===== src/rtl/alu_pkg.sv =====
package alu_pkg;

  localparam int unsigned ALU_WIDTH  = 32;
  localparam int unsigned MUL_CYCLES = ALU_WIDTH;

  localparam logic [3:0] OP_NOP = 4'b0000;
  localparam logic [3:0] OP_ADD = 4'b0001;
  localparam logic [3:0] OP_SUB = 4'b0010;
  localparam logic [3:0] OP_AND = 4'b0101;
  localparam logic [3:0] OP_OR  = 4'b0110;
  localparam logic [3:0] OP_NOT = 4'b0111;
  localparam logic [3:0] OP_XOR = 4'b1000;
  localparam logic [3:0] OP_SHL = 4'b1001;
  localparam logic [3:0] OP_SHR = 4'b1010;
  localparam logic [3:0] OP_MOV = 4'b1011;
  localparam logic [3:0] OP_MUL = 4'b1100;

  typedef enum logic [1:0] {
    IDLE = 2'd0,
    EXEC = 2'd1,
    DONE = 2'd2
  } alu_state_t;

endpackage


===== src/rtl/alu_mul_seq.sv =====
module alu_mul_seq
  import alu_pkg::*;
#(
  parameter int unsigned WIDTH = ALU_WIDTH
) (
  input  logic               clk,
  input  logic               rst_n,
  input  logic               start,
  input  logic [WIDTH-1:0]   a,
  input  logic [WIDTH-1:0]   b,
  output logic               busy,
  output logic               done,
  output logic [2*WIDTH-1:0] product
);

  localparam int unsigned CNT_W = $clog2(WIDTH);
  localparam logic [CNT_W-1:0] LAST = CNT_W'(WIDTH - 1);

  logic [2*WIDTH-1:0] acc;
  logic [WIDTH-1:0]   mcand;
  logic [CNT_W-1:0]   cnt;
  logic               busy_q;
  logic [WIDTH:0]     sum;
  logic [WIDTH:0]     partial;
  logic [2*WIDTH-1:0] step;

  // acc holds {upper partial sum, remaining multiplier bits}; each step adds
  // the multiplicand into the upper half when the current LSB is set and
  // shifts the whole accumulator right by one.
  always_comb begin
    partial = acc[0] ? {1'b0, mcand} : '0;
    sum     = {1'b0, acc[2*WIDTH-1:WIDTH]} + partial;
    step    = {sum, acc[WIDTH-1:1]};
  end

  // done flags the final iteration; product is the post-iteration value in
  // that same cycle, so the caller can register it on the closing edge.
  always_comb begin
    busy    = busy_q;
    done    = busy_q && (cnt == LAST);
    product = step;
  end

  always_ff @(posedge clk) begin
    if (!rst_n) begin
      busy_q <= 1'b0;
      cnt    <= '0;
      acc    <= '0;
      mcand  <= '0;
    end else if (start) begin
      busy_q <= 1'b1;
      cnt    <= '0;
      acc    <= {{WIDTH{1'b0}}, b};
      mcand  <= a;
    end else if (busy_q) begin
      acc <= step;
      cnt <= cnt + 1'b1;
      if (cnt == LAST) begin
        busy_q <= 1'b0;
      end
    end
  end

endmodule


===== src/rtl/alu_seq_unit.sv =====
module alu_seq_unit
  import alu_pkg::*;
#(
  parameter int unsigned WIDTH = ALU_WIDTH,
  parameter int unsigned SHW   = $clog2(WIDTH)
) (
  input  logic             clk,
  input  logic             rst_n,
  input  logic             in_valid,
  output logic             in_ready,
  input  logic [WIDTH-1:0] operand_a,
  input  logic [WIDTH-1:0] operand_b,
  input  logic [3:0]       alu_op,
  output logic             out_valid,
  input  logic             out_ready,
  output logic [WIDTH-1:0] result,
  output logic             carry,
  output logic             overflow,
  output logic             zero,
  output logic             negative,
  output logic             equal,
  output logic             illegal
);

  alu_state_t state, state_next;

  logic               accept;
  logic               is_mul;
  logic               eq_q;
  logic [WIDTH:0]     sum;
  logic [WIDTH-1:0]   r;
  logic               c;
  logic               ov;
  logic               ill;
  logic               mul_busy;
  logic               mul_done;
  logic [2*WIDTH-1:0] mul_product;

  always_comb begin
    in_ready  = rst_n && ((state == IDLE) || ((state == DONE) && out_ready));
    out_valid = (state == DONE);
    accept    = in_valid && in_ready;
    is_mul    = (alu_op == OP_MUL);
  end

  alu_mul_seq #(
    .WIDTH (WIDTH)
  ) u_mul (
    .clk     (clk),
    .rst_n   (rst_n),
    .start   (accept && is_mul),
    .a       (operand_a),
    .b       (operand_b),
    .busy    (mul_busy),
    .done    (mul_done),
    .product (mul_product)
  );

  always_comb begin
    sum = '0;
    r   = '0;
    c   = 1'b0;
    ov  = 1'b0;
    ill = 1'b0;
    unique case (alu_op)
      OP_NOP: r = '0;
      OP_ADD: begin
        sum = {1'b0, operand_a} + {1'b0, operand_b};
        r   = sum[WIDTH-1:0];
        c   = sum[WIDTH];
        ov  = (operand_a[WIDTH-1] == operand_b[WIDTH-1]) &&
              (r[WIDTH-1] != operand_a[WIDTH-1]);
      end
      OP_SUB: begin
        sum = {1'b0, operand_a} + {1'b0, ~operand_b} + (WIDTH+1)'(1);
        r   = sum[WIDTH-1:0];
        c   = sum[WIDTH];
        ov  = (operand_a[WIDTH-1] != operand_b[WIDTH-1]) &&
              (r[WIDTH-1] != operand_a[WIDTH-1]);
      end
      OP_AND: r = operand_a & operand_b;
      OP_OR:  r = operand_a | operand_b;
      OP_NOT: r = ~operand_a;
      OP_XOR: r = operand_a ^ operand_b;
      OP_SHL: r = operand_a << operand_b[SHW-1:0];
      OP_SHR: r = operand_a >> operand_b[SHW-1:0];
      OP_MOV: r = operand_a;
      OP_MUL: r = '0;
      default: ill = 1'b1;
    endcase
  end

  always_comb begin
    state_next = state;
    unique case (state)
      IDLE: begin
        if (accept) begin
          state_next = is_mul ? EXEC : DONE;
        end
      end
      EXEC: begin
        if (mul_done || !mul_busy) begin
          state_next = DONE;
        end
      end
      DONE: begin
        if (accept) begin
          state_next = is_mul ? EXEC : DONE;
        end else if (out_ready) begin
          state_next = IDLE;
        end
      end
      default: state_next = IDLE;
    endcase
  end

  always_ff @(posedge clk) begin
    if (!rst_n) begin
      state    <= IDLE;
      eq_q     <= 1'b0;
      result   <= '0;
      carry    <= 1'b0;
      overflow <= 1'b0;
      zero     <= 1'b0;
      negative <= 1'b0;
      equal    <= 1'b0;
      illegal  <= 1'b0;
    end else begin
      state <= state_next;
      if (accept && !is_mul) begin
        result   <= r;
        carry    <= c;
        overflow <= ov;
        zero     <= !ill && (r == '0);
        negative <= r[WIDTH-1];
        equal    <= !ill && (operand_a == operand_b);
        illegal  <= ill;
      end else if (accept) begin
        eq_q <= (operand_a == operand_b);
      end else if ((state == EXEC) && mul_done) begin
        result   <= mul_product[WIDTH-1:0];
        carry    <= 1'b0;
        overflow <= |mul_product[2*WIDTH-1:WIDTH];
        zero     <= (mul_product[WIDTH-1:0] == '0);
        negative <= mul_product[WIDTH-1];
        equal    <= eq_q;
        illegal  <= 1'b0;
      end
    end
  end

endmodule

===== config.mk =====
export PLATFORM = sky130hd
export DESIGN_NAME = alu_seq_unit
export DESIGN_NICKNAME = d
export VERILOG_FILES = /design/src/rtl/alu_pkg.sv /design/src/rtl/alu_mul_seq.sv /design/src/rtl/alu_seq_unit.sv
export SDC_FILE = /design/constraint.sdc
export NUM_CORES = 1
export LEC_CHECK = 0
export CORE_AREA = 3 3 195 235
export DETAILED_ROUTE_END_ITERATION = 6
export DIE_AREA = 0 0 198 238
export GPL_TIMING_DRIVEN = 0
export PLACE_DENSITY = 0.61
export REMOVE_ABC_BUFFERS = 1
export SLEW_MARGIN = 0
export SYNTH_ARGS = -nofsm -noshare
export SYNTH_HDL_FRONTEND = slang
export SYNTH_SLANG_ARGS = --single-unit

===== constraint.sdc =====
create_clock -name clk -period 6.7 [get_ports clk]
set_input_delay 1.675 -clock clk [delete_from_list [all_inputs] [get_ports clk]]
set_output_delay 1.675 -clock clk [all_outputs]
set_load 0.01 [all_outputs]

==> results of run 1 <==
==> how the worst max path moves through the flow <==
stage                        startpoint            end  slack, ns  depth (start not counted)
after CTS                  operand_b[2]           zero       0.01                         14
after global routing      operand_a[10]           zero       0.07                         14
final                      operand_a[8]           zero       0.17                         14
after detailed placement   operand_b[2]           zero      -2.90                         14
after floorplan               out_ready  u_mul.acc[32]       0.72                          6
after global placement            rst_n  u_mul.acc[32]      -4.50                          6
==> flip-flops by register name, summed over array words and instances, names as in the netlist <==
signal       cells
eq_q             1
carry            1
u_mul.mcand     32
equal            1
u_mul.acc       64
illegal          1
zero             1
u_mul.cnt        5
overflow         1
u_mul.busy       1
result          32
state            2
==> timing repair <==
item	in CTS	in global routing
cloned	0	0
gates resized for setup	23	16
hold buffers	0	0
endpoints found under the setup margin	31	2
==> power by group <==
| group | total [mW] | leakage (nW) | internal [mW] | switching (mW) |
|---|---|---|---|---|
| clock | 1.07 | 0.311 | 0.659 | 0.407 |
| combinational | 1.10 | 6.53 | 0.381 | 0.714 |
| sequential | 0.877 | 1.15 | 0.863 | 0.0146 |
==> layer usage <==
metal | track usage (%) | up-vias | share of wire [%]
li1 | - | 8604 | -
met1 | 43.9 | 9148 | 42
met2 | 50.5 | 935 | 45
met3 | 4.94 | 201 | 6.9
met4 | 17.7 | 2 | 6.2
met5 | 0 | - | 0.016
==> layout make-up <==
type	instances	area, um2	area share [%]
inverter	114	437	2.24
timing repair buffer	127	1310	6.72
clock inverter	9	159	0.814
antenna	1	2.50	0.0128
sequential	142	2850	14.6
tap	559	699	3.58
clock buffer	21	480	2.46
multi-input combinational	1878	13600	69.6
==> critical path, stage by stage <==
cell and delay, ns:
clkdlybuf4s50_1 0.82, inv_1 0.26, ha_1 0.66, inv_1 0.15
a211o_1 0.31, o21ai_1 0.42, a21oi_1 0.25, mux2i_1 0.19
nor4_2 0.57, nand3_1 0.17, nor4_2 0.51, nand4_1 0.17
or4_1 0.50, o41ai_2 0.23
==> through the flow <==
stage               cells  power (mW)  setup slack (ns)
CTS                  2850        3.02            0.0118
floorplan            2134        1.49             0.724
finish               2851        3.04             0.170
detailed placement   2820        1.94             -2.90
global route         2850        3.15            0.0654
global placement     2804        1.94             -4.50
==> cells by family after synthesis <==
| kind of cell | count (synthesis) |
|---|---|
| AO/OA/AOI/OAI | 737 |
| XOR/XNOR | 47 |
| adder cells (fa/ha/maj) | 134 |
| buffers and inverters | 291 |
| flip-flops | 142 |
| multiplexers | 189 |
| AND/OR/NAND/NOR | 771 |
==> placed cells by master, fill, tap and decap left out, types with 31 or more instances in the layout <==
master / synthesis / final
a211oi_1: 50 / 49
a21oi_1: 127 / 127
a22oi_1: 44 / 42
and2_1: 62 / 62
clkdlybuf4s50_1: 0 / 100
dfxtp_1: 142 / 141
ha_1: 131 / 130
inv_1: 109 / 109
mux2_2: 33 / 33
mux2i_1: 122 / 122
nand2_1: 200 / 197
nand3_1: 95 / 95
nor2_1: 179 / 178
nor2b_1: 31 / 31
nor3_1: 38 / 37
o211a_1: 41 / 41
o211ai_1: 37 / 37
o21ai_0: 143 / 140
o22ai_1: 35 / 35
xnor2_1: 33 / 33
==> key figures, run 1 <==
STA
  • Final period utilization: 97.5%
  • Endpoints failing hold: 0
  • Slew Viols, Final: 0
  • # setup viols final: 0
  • Hold_ws: 0.464 ns
  • Setup tns final: 0 ns
  • Final worst path period need: 6.53 ns
  • Max frequency: 153 MHz
  • Worst-Margin Slew: around 1.4 ns
  • Skew final: between 0.01 and 0.015 ns
  • RSZ-0062 raised after global routing: false
  • Slew Limit Headroom: a little over 7%

Pwr
  • Worst IR Drop VDD: about 120 uV
  • P per Cell Area: 156 nW/um2
  • Leakage: 7.99 nW

Floorplanning
  • Initial Util: 40.0%
  • DIE HEIGHT: 238 um
  • CORE AREA: 43700 um2
  • Num rows: between 80 and 90
  • Die area: 47100 um2
  • Chip Width: between 150 and 200 um
  • I/O Pins: 112

Clock tree
  • Clk sinks: 142
  • CTS root buf: clkbuf_16
  • TritonCTS clock tree: yes
  • Clock tree buffer depth: 2
  • H-tree depth: 4
  • Clk pin slew, worst setup/hold paths: 0.06 ns
  • Clock latency on the worst-skew pair: 0.47 ns
  • Total CTS buffers: 17
  • Post-CTS setup repair buffer count: 0

Synthesis
  • Top FF cell, synth: dfxtp_1
  • Cells after synthesis: roughly 2300
  • Post-synth EDFFs: 0
  • Top-area cell type share of the netlist area: 16.3%
  • YS warnings: 0
  • Ys async rst share: 0%
  • Most frequent cell after synthesis: nand2_1
  • Largest family of logic cells by synthesized area: compound AO/OA/AOI/OAI gates
  • Mux cell area share after synthesis: a little over an eighth
  • Simple logic cell fraction of the synthesized area: a little over a fifth
  • Synth Area in XOR/XNOR: 2.36%
  • Sequential element share of the synthesized area: between 10% and 20%
  • Commonest cells in the netlist: 200 x nand2_1, 179 x nor2_1, 143 x o21ai_0
  • Area share of fa/ha/maj cells after synthesis: roughly a tenth
  • Top cells by area, synth: dfxtp_1 16%, ha_1 9.4%, mux2i_1 7.0%
  • Synth unique cells: 92
  • Mapped cell area: between 15000 and 20000 um2
  • Compound-Gate Fraction of Synth Area: 29.3%
  • Synth area leader: dfxtp_1
  • Syn avg cell area: 7.56 um2
  • #FFs+latches synth: around 140

Worst setup path
  • R2R Setup Slk: ~1.5 ns
  • Critical path class: input pin to flop
  • Crit start category: input pin
  • Worst EP arrival: 6.89 ns
  • R2R Path Start: u_mul.acc[0]
  • Kind of end point of the critical path: flop
  • Crit Path Max Fanout: 12
  • R2r worst-path depth: 15
  • RR Endpoint: overflow
  • Worst EP required: 7.06 ns

Detailed routing
  • Final antenna-violating net count: 0
  • Iter 0 DRT Violations: 2081
  • Drt pass-1 iters: 6
  • Wirelength per Cell: 27.7 um
  • Drt drc: 0
  • Via count: 18900
  • DR vias/cell: approximately 6.6
  • Detailed Route WL: 79000 um

Placed design
  • Final RePlAce weighted congestion: 1.03
  • Post-place instance area: 18800 um2
  • DP HPWL: 61300 um
  • Port Buf Inserts: about 110

Global routing
  • First-pass GRT wire length: about 120000 um
  • GRT Util Overall: about 33%
  • Largest net degree at the start of global routing: just over 70
  • Overflow after GRT: 0
  • Vias in the first global route: 17800
  • Initial antenna violation count: 1

Hold path
  • Hold Path Origin: u_mul.mcand[5]
  • WHS Endpoint: u_mul.mcand[5]
  • HP Class: flop to flop
  • Hold depth: 2

Status
  • Outcome: finished clean

Final layout
  • Layout cells sized above 1: 7.51%
  • Fillcell total: 4519
  • Post-route cell area: 19500 um2
  • Utilization after layout: between 40% and 50%
  • Area growth from synthesis to layout: 11.7%
  • Final nets: 2486

Run
  • Max-cap violations: 0
No activity file was read; power rests on OpenSTA's default activity.
==> run 2, diff against run 1 <==
--- a/config.mk
+++ b/config.mk
@@ -9,7 +9,7 @@
 export DETAILED_ROUTE_END_ITERATION = 6
 export DIE_AREA = 0 0 198 238
 export GPL_TIMING_DRIVEN = 0
-export PLACE_DENSITY = 0.61
+export PLACE_DENSITY = 0.63
 export REMOVE_ABC_BUFFERS = 1
 export SLEW_MARGIN = 0
 export SYNTH_ARGS = -nofsm -noshare
==> constraint.sdc (replaced) <==
create_clock -name clk -period 5.3 [get_ports clk]
set_input_delay 1.325 -clock clk [delete_from_list [all_inputs] [get_ports clk]]
set_output_delay 1.325 -clock clk [all_outputs]
set_load 0.01 [all_outputs]
==> key figures, run 2 (same netlist as run 1, synthesis figures left out) <==
Run
  • Max-cap violations: 1

STA
  • Skew final: 0.0171 ns
  • Hold_ws: around 0.46 ns
  • Final worst path period need: 5.39 ns
  • Setup ws final: -0.0948 ns
  • Final period utilization: 102%
  • Slew Limit Headroom: less than 1%
  • Endpoints failing hold: 0
  • Slew Viols, Final: 0
  • Worst-Margin Slew: 1.48 ns
  • # setup viols final: 1
  • Max frequency: 185 MHz
  • RSZ-0062 raised after global routing: true

Clock tree
  • Clk sinks: about 140
  • Clk pin slew, worst setup/hold paths: approximately 0.07 ns
  • Hold-fix buffers at CTS: 0
  • Clock latency on the worst-skew pair: between 0.4 and 0.5 ns
  • Total CTS buffers: 17
  • CTS root buf: clkbuf_16
  • H-tree depth: 4
  • Clock tree buffer depth: 2
  • TritonCTS clock tree: yes

Final layout
  • Area taken by flip-flops and latches: ~2800 um2
  • Utilization after layout: 45.2%
  • Largest register FFs: 64
  • Area growth from synthesis to layout: 13.0%
  • Multi-input logic area: around 14000 um2
  • Leading cell type in the layout, fill and taps excluded: nand2_1
  • Top flop regs: u_mul.acc (64), result (32), u_mul.mcand (32)
  • Layout cells sized above 1: 9.59%
  • Layout Cells excl Fill: 2854
  • Largest Register: u_mul.acc
  • Commonest cells after routing, fill and taps aside: 197 x nand2_1, 178 x nor2_1, 140 x dfxtp_1, 139 x o21ai_0, 126 x a21oi_1
  • Fillcell total: 4423
  • Final nets: 2488
  • # diodes: 0

Worst setup path
  • Crit Path Max Fanout: 12
  • Worst EP required: 5.67 ns
  • Kind of end point of the critical path: flop
  • Critical path class: input pin to flop
  • Worst EP arrival: 5.76 ns
  • Crit start category: input pin

Placed design
  • Place WS: -2.62 ns
  • Dpl cells: 2819
  • Final RePlAce weighted congestion: 1.06
  • Port Buf Inserts: 111
  • DP HPWL: 60600 um

Floorplanning
  • I/O Pins: 112
  • Die area: 47100 um2
  • CORE AREA: 43700 um2
  • Num rows: 84
  • Initial Util: 40.0%
  • DIE HEIGHT: 238 um
  • Chip Width: 198 um

Status
  • Outcome: finished, violations left
  • Failing checks: max-capacitance violations, negative setup slack

Global routing
  • GRT Util Overall: around a third
  • Initial antenna violation count: 0
  • Overflow after GRT: 0
  • Vias in the first global route: between 15000 and 20000
  • Largest net degree at the start of global routing: 70
  • First-pass GRT wire length: 115000 um

Hold path
  • HP Class: flop to flop

Detailed routing
  • Drt pass-1 iters: 7
  • Iter 0 DRT Violations: approximately 2300
  • Wirelength per Cell: 27.4 um
  • Final antenna-violating net count: 0
  • Via count: 19000
  • Detailed Route WL: 78200 um
  • DR vias/cell: 6.67
  • Drt drc: 0

Pwr
  • Tot Pwr: about 3.9 mW
  • Leakage: 8.05 nW
  • Worst IR Drop VDD: between 150 and 200 uV
  • P per Cell Area: 195 nW/um2
-- run 2: cell count changes in the layout (fill, tap and decap cells not counted), moves of 4 or more --
| cell | before | now |
|---|---|---|
| a211oi_1 | 49 | 45 |
| ha_1 | 130 | 118 |
| dlygate4sd2_1 | 0 | 9 |
| clkdlybuf4s15_2 | 1 | 8 |
| clkdlybuf4s50_1 | 100 | 79 |
| ha_2 | 1 | 12 |
| buf_4 | 9 | 14 |
-- run 2: power by group --
| group | switching (mW) | total, mW | internal (mW) |
|---|---|---|---|
| logic | 0.911 | 1.41 | 0.497 |
| registers | 0.0183 | 1.11 | 1.09 |
| clock network | 0.564 | 1.34 | 0.777 |
| total | 1.49 | 3.86 | 2.36 |
-- run 2: path summary, 6_finish.rpt --
path / startpoint / to / slack (ns) / depth (start not counted)
worst min-delay path: eq_q / eq_q / 0.46 / 2
worst max register to register: u_mul.cnt[0] / overflow / 0.40 / 13
worst min register to register: eq_q / eq_q / 0.46 / 2
worst max-delay path: operand_a[25] / zero / -0.09 / 12
-- run 2: cell type report --
type / count / share of cell area (%)
clock buffer: 19 / 2.29
clock inverter: 13 / 0.906
inverter: 114 / 2.26
multi-input combinational: 1878 / 69.9
sequential: 142 / 14.4
tap: 559 / 3.54
timing repair buffer: 129 / 6.72
-- run 2: layer usage --
layer | up-vias | GRT usage (%) | wire length, um
met1 | 9161 | 42.7 | 32200
li1 | 8619 | - | -
met5 | - | 0 | 0
met3 | 198 | 3.54 | 6000
met2 | 1055 | 50.8 | 35000
met4 | 0 | 18.0 | 5060
-- run 2: worst max-delay path, stage by stage --
cell and delay, ns:
clkdlybuf4s50_1 0.73, inv_1 0.25, ha_1 0.53, a22oi_1 0.27, o211ai_1 0.12, nor4_1 0.84, o311a_1 0.36, a31oi_1 0.07
a211oi_2 0.33, nand4bb_1 0.17, or4_1 0.54, o41ai_2 0.22
-- run 2: what timing repair did --
action	in CTS	in global routing
gates resized for setup	119	18
cloned	0	0
pin swaps	1	2
hold endpoints to repair	0	0
setup buffers	1	2
setup endpoints to repair	32	4
-- run 2: metrics by stage --
step | area, um2 | setup TNS (ns)
after floorplan | 16700 | -6.16
after global placement | 18500 | -573.20
after detailed placement | 18800 | -42.69
after CTS | 19700 | 0
after global routing | 19800 | -0.162
final | 19800 | -0.0948
